[src/rtl/ps2_key_tracker.sv]
// PS/2 frame assembler with E0/F0 prefix decoding and held-key bitmaps for two players.
// Optional macro PS2_PARITY_CHECK_EN turns on odd-parity enforcement at the stop bit.
module ps2_key_tracker #(
    parameter int TIMEOUT_CYCLES = 25000
) (
    input  logic       clk,
    input  logic       rst_n,
    input  logic       keyb_clk_db,
    input  logic       kdata_db,
    output logic [4:0] p1keys,
    output logic [4:0] p2keys,
    output logic       code_valid,
    output logic [7:0] code,
    output logic       code_break,
    output logic       code_ext,
    output logic       frame_err
);

    localparam logic [15:0] TIMEOUT_LIMIT = 16'(TIMEOUT_CYCLES);

    typedef enum logic [1:0] {
        ST_IDLE   = 2'd0,
        ST_DATA   = 2'd1,
        ST_PARITY = 2'd2,
        ST_STOP   = 2'd3
    } state_t;

    // True when data bits plus parity bit hold an odd number of ones.
    function automatic logic odd_parity_ok(input logic [7:0] data, input logic par);
        odd_parity_ok = ^{data, par};
    endfunction

    function automatic logic [4:0] p1_mask(input logic [7:0] sc);
        case (sc)
            8'h75:   p1_mask = 5'b00001;
            8'h6B:   p1_mask = 5'b00010;
            8'h74:   p1_mask = 5'b00100;
            8'h72:   p1_mask = 5'b01000;
            8'h29:   p1_mask = 5'b10000;
            default: p1_mask = 5'b00000;
        endcase
    endfunction

    function automatic logic [4:0] p2_mask(input logic [7:0] sc);
        case (sc)
            8'h1D:   p2_mask = 5'b00001;
            8'h1C:   p2_mask = 5'b00010;
            8'h1B:   p2_mask = 5'b00100;
            8'h23:   p2_mask = 5'b01000;
            8'h0D:   p2_mask = 5'b10000;
            default: p2_mask = 5'b00000;
        endcase
    endfunction

    state_t      state_q, state_d;
    logic        keyb_clk_q;
    logic [2:0]  bit_cnt_q, bit_cnt_d;
    logic [7:0]  shift_q, shift_d;
    logic        par_q, par_d;
    logic [15:0] cnt_q, cnt_d;
    logic        ext_q, ext_d;
    logic        brk_q, brk_d;
    logic [4:0]  p1keys_q, p1keys_d;
    logic [4:0]  p2keys_q, p2keys_d;
    logic        code_valid_q, code_valid_d;
    logic [7:0]  code_q, code_d;
    logic        code_break_q, code_break_d;
    logic        code_ext_q, code_ext_d;
    logic        frame_err_q, frame_err_d;

    logic        fall_s;
    logic        err_s;
    logic        accept_s;
    logic        par_ok_s;

    assign fall_s = keyb_clk_q & ~keyb_clk_db;

    // Parity verdict for the byte currently sitting in STOP.
    always_comb begin
`ifdef PS2_PARITY_CHECK_EN
        par_ok_s = odd_parity_ok(shift_q, par_q);
`else
        // Parity is still captured so the datapath matches; its verdict is overridden.
        par_ok_s = odd_parity_ok(shift_q, par_q) | 1'b1;
`endif
    end

    // Frame FSM next state, bit shifter and inter-edge timeout.
    always_comb begin
        state_d   = state_q;
        bit_cnt_d = bit_cnt_q;
        shift_d   = shift_q;
        par_d     = par_q;
        cnt_d     = cnt_q;
        err_s     = 1'b0;
        accept_s  = 1'b0;

        case (state_q)
            ST_IDLE: begin
                if (fall_s) begin
                    if (!kdata_db) begin
                        state_d   = ST_DATA;
                        bit_cnt_d = 3'd0;
                    end else begin
                        err_s = 1'b1;
                    end
                end else begin
                    state_d = ST_IDLE;
                end
            end
            ST_DATA: begin
                if (fall_s) begin
                    shift_d   = {kdata_db, shift_q[7:1]};
                    bit_cnt_d = bit_cnt_q + 3'd1;
                    if (bit_cnt_q == 3'd7) begin
                        state_d = ST_PARITY;
                    end else begin
                        state_d = ST_DATA;
                    end
                end else begin
                    state_d = ST_DATA;
                end
            end
            ST_PARITY: begin
                if (fall_s) begin
                    par_d   = kdata_db;
                    state_d = ST_STOP;
                end else begin
                    state_d = ST_PARITY;
                end
            end
            ST_STOP: begin
                if (fall_s) begin
                    state_d = ST_IDLE;
                    if (kdata_db && par_ok_s) begin
                        accept_s = 1'b1;
                    end else begin
                        err_s = 1'b1;
                    end
                end else begin
                    state_d = ST_STOP;
                end
            end
            default: begin
                state_d = ST_IDLE;
            end
        endcase

        // An edge on the limit cycle takes priority over the timeout.
        if (fall_s) begin
            cnt_d = 16'd0;
        end else if (state_q != ST_IDLE) begin
            if (cnt_q == TIMEOUT_LIMIT) begin
                cnt_d   = 16'd0;
                err_s   = 1'b1;
                state_d = ST_IDLE;
            end else begin
                cnt_d = cnt_q + 16'd1;
            end
        end else begin
            cnt_d = 16'd0;
        end
    end

    // Prefix tracking, code reporting and key bitmap update.
    always_comb begin
        ext_d        = ext_q;
        brk_d        = brk_q;
        p1keys_d     = p1keys_q;
        p2keys_d     = p2keys_q;
        code_d       = code_q;
        code_break_d = code_break_q;
        code_ext_d   = code_ext_q;
        code_valid_d = 1'b0;
        frame_err_d  = 1'b0;

        if (err_s) begin
            frame_err_d = 1'b1;
            ext_d       = 1'b0;
            brk_d       = 1'b0;
        end else if (accept_s) begin
            if (shift_q == 8'hE0) begin
                ext_d = 1'b1;
            end else if (shift_q == 8'hF0) begin
                brk_d = 1'b1;
            end else begin
                code_valid_d = 1'b1;
                code_d       = shift_q;
                code_break_d = brk_q;
                code_ext_d   = ext_q;
                ext_d        = 1'b0;
                brk_d        = 1'b0;
                if (brk_q) begin
                    p1keys_d = p1keys_q & ~p1_mask(shift_q);
                    p2keys_d = p2keys_q & ~p2_mask(shift_q);
                end else begin
                    p1keys_d = p1keys_q | p1_mask(shift_q);
                    p2keys_d = p2keys_q | p2_mask(shift_q);
                end
            end
        end else begin
            frame_err_d = 1'b0;
        end
    end

    // State and output registers.
    always_ff @(posedge clk or negedge rst_n) begin
        if (!rst_n) begin
            state_q      <= ST_IDLE;
            keyb_clk_q   <= 1'b1;
            bit_cnt_q    <= 3'd0;
            shift_q      <= 8'd0;
            par_q        <= 1'b0;
            cnt_q        <= 16'd0;
            ext_q        <= 1'b0;
            brk_q        <= 1'b0;
            p1keys_q     <= 5'd0;
            p2keys_q     <= 5'd0;
            code_valid_q <= 1'b0;
            code_q       <= 8'd0;
            code_break_q <= 1'b0;
            code_ext_q   <= 1'b0;
            frame_err_q  <= 1'b0;
        end else begin
            state_q      <= state_d;
            keyb_clk_q   <= keyb_clk_db;
            bit_cnt_q    <= bit_cnt_d;
            shift_q      <= shift_d;
            par_q        <= par_d;
            cnt_q        <= cnt_d;
            ext_q        <= ext_d;
            brk_q        <= brk_d;
            p1keys_q     <= p1keys_d;
            p2keys_q     <= p2keys_d;
            code_valid_q <= code_valid_d;
            code_q       <= code_d;
            code_break_q <= code_break_d;
            code_ext_q   <= code_ext_d;
            frame_err_q  <= frame_err_d;
        end
    end

    assign p1keys     = p1keys_q;
    assign p2keys     = p2keys_q;
    assign code_valid = code_valid_q;
    assign code       = code_q;
    assign code_break = code_break_q;
    assign code_ext   = code_ext_q;
    assign frame_err  = frame_err_q;

endmodule
[config.mk]
export PLATFORM = sky130hd
export DESIGN_NAME = ps2_key_tracker
export DESIGN_NICKNAME = d
export VERILOG_FILES = /design/src/rtl/ps2_key_tracker.sv
export SDC_FILE = /design/constraint.sdc
export NUM_CORES = 1
export LEC_CHECK = 0
export BUFFER_PORTS_ARGS = -buffer_cell sky130_fd_sc_hd__buf_2
export CORE_UTILIZATION = 25
export CTS_BUF_LIST = sky130_fd_sc_hd__clkbuf_8
export DETAILED_ROUTE_END_ITERATION = 6
export GPL_ROUTABILITY_DRIVEN = 0
export HOLD_SLACK_MARGIN = 0.08
export PLACE_DENSITY = 0.51
export SLEW_MARGIN = 20
export SYNTH_ARGS = -nofsm -noshare
export SYNTH_HDL_FRONTEND = slang
export SYNTH_SLANG_ARGS = --single-unit
[constraint.sdc]
create_clock -name clk -period 2 [get_ports clk]
set_input_delay 0.4 -clock clk [delete_from_list [all_inputs] [get_ports clk]]
set_output_delay 0.4 -clock clk [all_outputs]
set_load 0.01 [all_outputs]
==> results.md, run 1 <==
- CP Class: reg -> reg
- Outcome: finished clean
- Fmax: between 0.5 and 0.6 GHz
- Vias: between 1,500 and 2,000
- H-tree levels: 2
- CTS clock-pin slew for the worst setup and hold paths: 100 ps
- Asr flop ratio synth: 1.000
- Port bufs: 25
- Max Cap Violations: 0
- Combinational family with the most area after synthesis: simple AND/OR/NAND/NOR gates
- Vias per std cell: 4.485
- PwrDens: 719.9 mW/mm^2
- GRT Total Usage: 0.1064
- Synthesized netlist cell count: 238
- R2R Setup Slk: about 150 ps
- Final min period: 1847 ps
- Fraction of layout cells with a size suffix above 1: 0.2610
- First-pass GRT wire length: 9397 um
- Antenna-violating nets left: 0
- Clock Sinks: 54
- Rel. slew slack: 0.6959
- Post-Synth Simple-Gate Area: 0.1824
- Synth Area in Compound Gates: 0.07020
- Die Span X: 104.4 um
- Mapped Nets: 250
- Setup TNS Final: 0 ps
- Nature of the critical path endpoint: flop
- Synth cell types: 44
- Commonest non-fill, non-tap cell in the layout: dfrtp_1
- Final instance area: 0.003118 mm^2
- Seq cells post-synth: 54
- Synth warn: 0
- CTS Root Cell: clkbuf_8
- Starting density of the core: 0.2561
- Max Fanout on Critical Path: 11
- Initial antenna violation count: 0
- Largest net degree at the start of global routing: 23
- Drt first pass iters: 4
- Worst EP required: roughly 2200 ps
- Wire per inst: 12.97 um
- Crit start category: flop
- Worst hold endpoint: keyb_clk_q$_DFF_PN1_
- Final setup fails: 0
- Adder-cell share of the synthesized area: 0.03820
- Die H: about 100 um
- Area growth from synthesis to layout: 19.01%
- Fin crit share: 0.9236
- R2R Path Start: state_q[0]$_DFF_PN0_
- Static Leak: 1.367 nW
- Area after DPL: 0.002945 mm^2
- Ports: 26
- Deepest clock path buffer count: 2
- Fin. Hold Viols: 0
- Hold_sp: keyb_clk_db
- Hold Path Cell Cnt: 1
- CTS tree: built
- Slew Limit Fails: 0
- Hold slack final: 224.3 ps
- Routed wire length: 5292 um
- Most frequent cells in the layout: dfrtp_1, buf_2, nor2_1
- Final Skew: 10.92 ps
- Core area: 0.01023 mm^2
- CTS buffer count: 5
- Crit-path max cell delay: 390 ps
- Post-synthesis mux area share: 0.09647
- DRC: 0
- Worst hold path type: in -> reg
- Antenna Diode Count: 0
- Mean Syn Cell Area: 11.01 um^2
- Slowest-stage cell, CP: dfrtp_1
- Reg2Reg Depth: 7
- Worst-Margin Slew: between 400 and 500 ps
- Post-DP HPWL: 3833 um
- Critical path cell sequence: inv_1, ha_1, nand2b_1, nand2_1, a31oi_1, buf_4, mux2_2
- Gr ovfl total: 0
- Post-CTS setup buffers: 0
- Post-Syn Area: 0.002620 mm^2
- Post-synth top flop: dfrtp_1
- Post-synthesis sequential area ratio: 0.5162
- Die Area: roughly 0.011 mm^2
- Worst skew pair latency: 310 ps
- Post-synth EDFFs: 0
- Iter 0 DRT Violations: between 90 and 100
- Nets: about 280
- Worst VDD drop: a little under 0.4 mV
- FF-to-FF End: code[0]$_DFFE_PN0P_
- XOR/XNOR share of the synthesized area: 0.04680
- RSZ-0062 raised after global routing: false
- Worst Path Arrival: around 2100 ps
- Site row count: 37
- Vias in the first global route: 1,867
## routing by layer
metal / GRT usage / wire [um] / share of wire / up-vias
met2: 0.1641 / 2375 / 0.45 / 34
met1: 0.1517 / 2698 / 0.51 / 889
li1: - / - / - / 901
met4: 0.02755 / 52 / 0.0098 / 0
met5: 0 / 0 / 0 / -
met3: 0.02005 / 165 / 0.031 / 6
## through the flow
stage | utilization | total power [mW] | instances | worst slack (ps)
2_1_floorplan | - | 1.290 | 238 | 206.9
3_3_place_gp | 0.2879 | 1.362 | 399 | 114.2
3_5_place_dp | 0.2879 | 1.367 | 399 | 98.01
4_1_cts | 0.3028 | 2.276 | 408 | 90.20
5_1_grt | 0.3048 | 2.346 | 408 | 4.035
6_report | 0.3048 | 2.245 | 408 | 152.8
## layout make-up
class | count | area [um^2]
Fill cell | 1056 | 7113
Inverter | 16 | 60.06
Tap cell | 136 | 170.2
Multi-Input combinational cell | 158 | 1157
Clock buffer | 6 | 82.58
Timing Repair Buffer | 36 | 235.2
Sequential cell | 54 | 1353
Clock inverter | 2 | 60.06
## worst max-delay path, delay by kind of cell, from the launching register on
kind	cells	cell delay (ps)
mux	1	350
fa+ha+maj	1	300
compound gates	1	150
buf+inv	2	310
flops	1	390
simple gates	2	250
## repair_timing
| item | in CTS | in global routing |
|---|---|---|
| hold endpoints to repair | 15 | 0 |
| hold buffers | 1 | 0 |
| endpoints found under the setup margin | 0 | 9 |
| resized for setup | 0 | 4 |
## cells in the mapped netlist (6+ instances only)
master,n,area (um^2)
nor4_1,7,43.79
dfrtp_1,53,1326
nand4_1,6,37.54
nand3_1,6,30.03
ha_1,8,100.1
nand2_1,12,45.04
nor3_1,7,35.03
nand2b_1,6,37.54
o21ai_0,8,40.04
mux2_2,18,202.7
inv_1,16,60.06
nor2_1,24,90.09
xnor2_1,13,113.9
## power breakdown
group / internal (mW) / total (mW) / switching (mW)
logic: 0.0784 / 0.170 / 0.0921
registers: 1.12 / 1.18 / 0.0533
clock network: 0.534 / 0.898 / 0.364
total: 1.74 / 2.24 / 0.509
## cell families (layout without fill, tap and decap cells)
logic type               Yosys count  after routing
adder cells (fa/ha/maj)            8              8
flip-flops                        54             54
AND/OR/NAND/NOR                   85             85
XOR/XNOR                          14             14
buffers and inverters             26             60
AO/OA/AOI/OAI                     28             28
multiplexers                      23             23
## how the worst max path moves through the flow
stage	cells past startpoint	slack (ps)	from	to
after floorplan	8	210	state_q[0]$_DFF_PN0_	code[3]$_DFFE_PN0P_
after detailed placement	6	100	state_q[0]$_DFF_PN0_	flop
after CTS	5	90	state_q[1]$_DFF_PN0_	flop
final	7	150	state_q[0]$_DFF_PN0_	code[0]$_DFFE_PN0P_
after global placement	5	110	state_q[1]$_DFF_PN0_	flop
after global routing	7	4	state_q[0]$_DFF_PN0_	code_ext$_DFFE_PN0P_
Note: power is estimated with default switching activity, not from simulation.
==> inputs of run 2 (changes only) <==
--- a/config.mk
+++ b/config.mk
@@ -11,7 +11,7 @@
 export DETAILED_ROUTE_END_ITERATION = 6
 export GPL_ROUTABILITY_DRIVEN = 0
 export HOLD_SLACK_MARGIN = 0.08
-export PLACE_DENSITY = 0.51
+export PLACE_DENSITY = 0.47
 export SLEW_MARGIN = 20
 export SYNTH_ARGS = -nofsm -noshare
 export SYNTH_HDL_FRONTEND = slang
==> results.md, run 2 (synthesized netlist as in run 1, its figures left out) <==
- Fin crit share: 0.9518 (+0.02822)
- H-tree levels: 2 (unchanged)
- FILL cells: 1,064 (+0.76%)
- Vias: 1,855 (+1.4%)
- CTS clock-pin slew for the worst setup and hold paths: 120 ps (+20 ps)
- Nets: 287 (+1.4%)
- Die Area: 0.01089 mm^2 (unchanged)
- Gr ovfl total: 0 (unchanged)
- Post-DP HPWL: 3749 um (-2.2%)
- Iter 0 DRT Violations: 56 (-42%)
- Slew Limit Fails: 0 (unchanged)
- CTS buffer count: 5 (unchanged)
- Commonest non-fill, non-tap cell in the layout: dfrtp_1
- Worst EP required: 2220 ps (+20 ps)
- Nature of the critical path endpoint: flop
- Worst Path Arrival: 2120 ps (+70 ps)
- Site row count: 37 (unchanged)
- Worst VDD drop: 0.2675 mV (-31%)
- # placed instances: 401 (+0.50%)
- Area growth from synthesis to layout: 17.67%
- Hold Path Cell Cnt: 1 (unchanged)
- Outcome: finished clean
- Fraction of layout cells with a size suffix above 1: 0.2645 (+0.003463)
- CP Class: reg -> reg
- Final min period: 1904 ps (+56.43 ps)
- Static Leak: 1.358 nW (-0.61%)
- Worst-Margin Slew: 428.5 ps (-27.54 ps)
- Reg2Reg Depth: 7 (unchanged)
- Fin. Hold Viols: 0 (unchanged)
- Met1 wire length: 2533 um (-6.1%)
- Met2 Wirelength: 2596 um (+9.3%)
- Drt first pass iters: 4 (unchanged)
- Setup TNS Final: 0 ps (unchanged)
- Worst hold path type: in -> reg
- Crit start category: flop
- First-pass GRT wire length: 8976 um (-4.5%)
- Final setup fails: 0 (unchanged)
- Antenna-violating nets left: 0 (unchanged)
- CTS tree: built
- Vias per std cell: 4.502 (+0.38%)
- Rel. slew slack: 0.7136 (+0.01767)
- Antenna Diode Count: 0 (unchanged)
- Starting density of the core: 0.2561 (unchanged)
- Met3 WL: 163 um (-1.2%)
- Max Fanout on Critical Path: 4 (-7)
- PwrDens: 653.6 mW/mm^2 (-9.2%)
- Wire per inst: 13.00 um (+0.26%)
- Most frequent cells in the layout: dfrtp_1, buf_2, nor2_1
- Clock Sinks: 54 (unchanged)
- Die Span X: 104.4 um (unchanged)
- GRT Total Usage: 0.1028 (-0.003586)
- Worst skew pair latency: 320 ps (about the same)
- RSZ-0062 raised after global routing: true
- Core area: 0.01023 mm^2 (unchanged)
- Largest net degree at the start of global routing: 55 (+140%)
- Fmax: 0.5253 GHz (-3.0%)
- Routed wire length: 5358 um (+1.2%)
- DRC: 0 (unchanged)
- CTS Root Cell: clkbuf_8
- Port bufs: 25 (unchanged)
- Max Cap Violations: 0 (unchanged)
- Final Skew: 15.71 ps (+4.785 ps)
- Ports: 26 (unchanged)
- Final cell count without fillers: 412 (+0.98%)
- Vias in the first global route: 1,824 (-2.3%)
- Initial antenna violation count: 0 (unchanged)
- Total power: 2.015 mW (-10%)
- Die H: 104.4 um (unchanged)
- Top layer in use: met4
- Deepest clock path buffer count: 2 (unchanged)
## run 2: cell count changes in the layout (fill, tap and decap cells not counted), moves of 2 or more
cell	delta
buf_4	+4
bufinv_16	-2
inv_6	+2
nor4_1	+2
nor4_2	-2
## run 2: metrics by stage
| step | setup slack, ps | hold WS (ps) | utilization | cell area (um^2) |
|---|---|---|---|---|
| 4_1_cts | 72.41 | 205.8 | 0.2984 | 3053 |
| 3_5_place_dp | 106.8 | 425.5 | 0.2881 | 2948 |
| 2_1_floorplan | 206.9 | 104.4 | - | 2620 |
| 3_3_place_gp | 116.6 | 421.8 | 0.2881 | 2948 |
| 6_report | 96.35 | 214.3 | 0.3013 | 3083 |
| 5_1_grt | -22.87 | 211.3 | 0.3013 | 3083 |
## run 2: where the power goes
group          internal, mW  switching [mW]  total (mW)
clock                 0.259           0.396       0.655
sequential             1.12          0.0487        1.17
combinational        0.0869           0.101       0.188
## run 2: layout make-up
cell class              instances  area, um^2  share of cell area
clock buffers                   5       68.82             0.02232
clock inverters                 3       26.28            0.008523
inverters                      16       60.06             0.01948
multi-input cells             158        1155              0.3746
flip-flops and latches         54        1353              0.4387
well taps                     136       170.2             0.05519
repair buffers                 40       250.2             0.08117
## run 2: final timing paths
path	from	end	slack, ps
worst min register to register	flop	flop	520
worst max register to register	state_q[1]$_DFF_PN0_	code[6]$_DFFE_PN0P_	100
worst min-delay path	keyb_clk_db	keyb_clk_q$_DFF_PN1_	210
max in group asynchronous	rst_n	keyb_clk_q$_DFF_PN1_	1100
min in group asynchronous	rst_n	state_q[1]$_DFF_PN0_	600
worst max-delay path	state_q[1]$_DFF_PN0_	code[6]$_DFFE_PN0P_	100
## run 2: routing by layer
layer / vias up / track usage
met1: 909 / 0.1322
li1: 908 / -
met4: 0 / 0.03469
met5: - / 0
met2: 32 / 0.1708
met3: 6 / 0.02130
## run 2: worst max-delay path, stage by stage (launching register included)
cell      delay, ps
dfrtp_1         410
inv_1            80
ha_1            310
nand2b_1        170
nand2_1         110
a31oi_4         190
buf_2           200
mux2_2          340
## run 2: what timing repair did
| action | in CTS | in global routing |
|---|---|---|
| endpoints found under the setup margin | 0 | 10 |
| gates resized for setup | 0 | 4 |
| setup buffers | 0 | 1 |
| hold buffers | 1 | 0 |
| endpoints found under the hold margin | 19 | 0 |
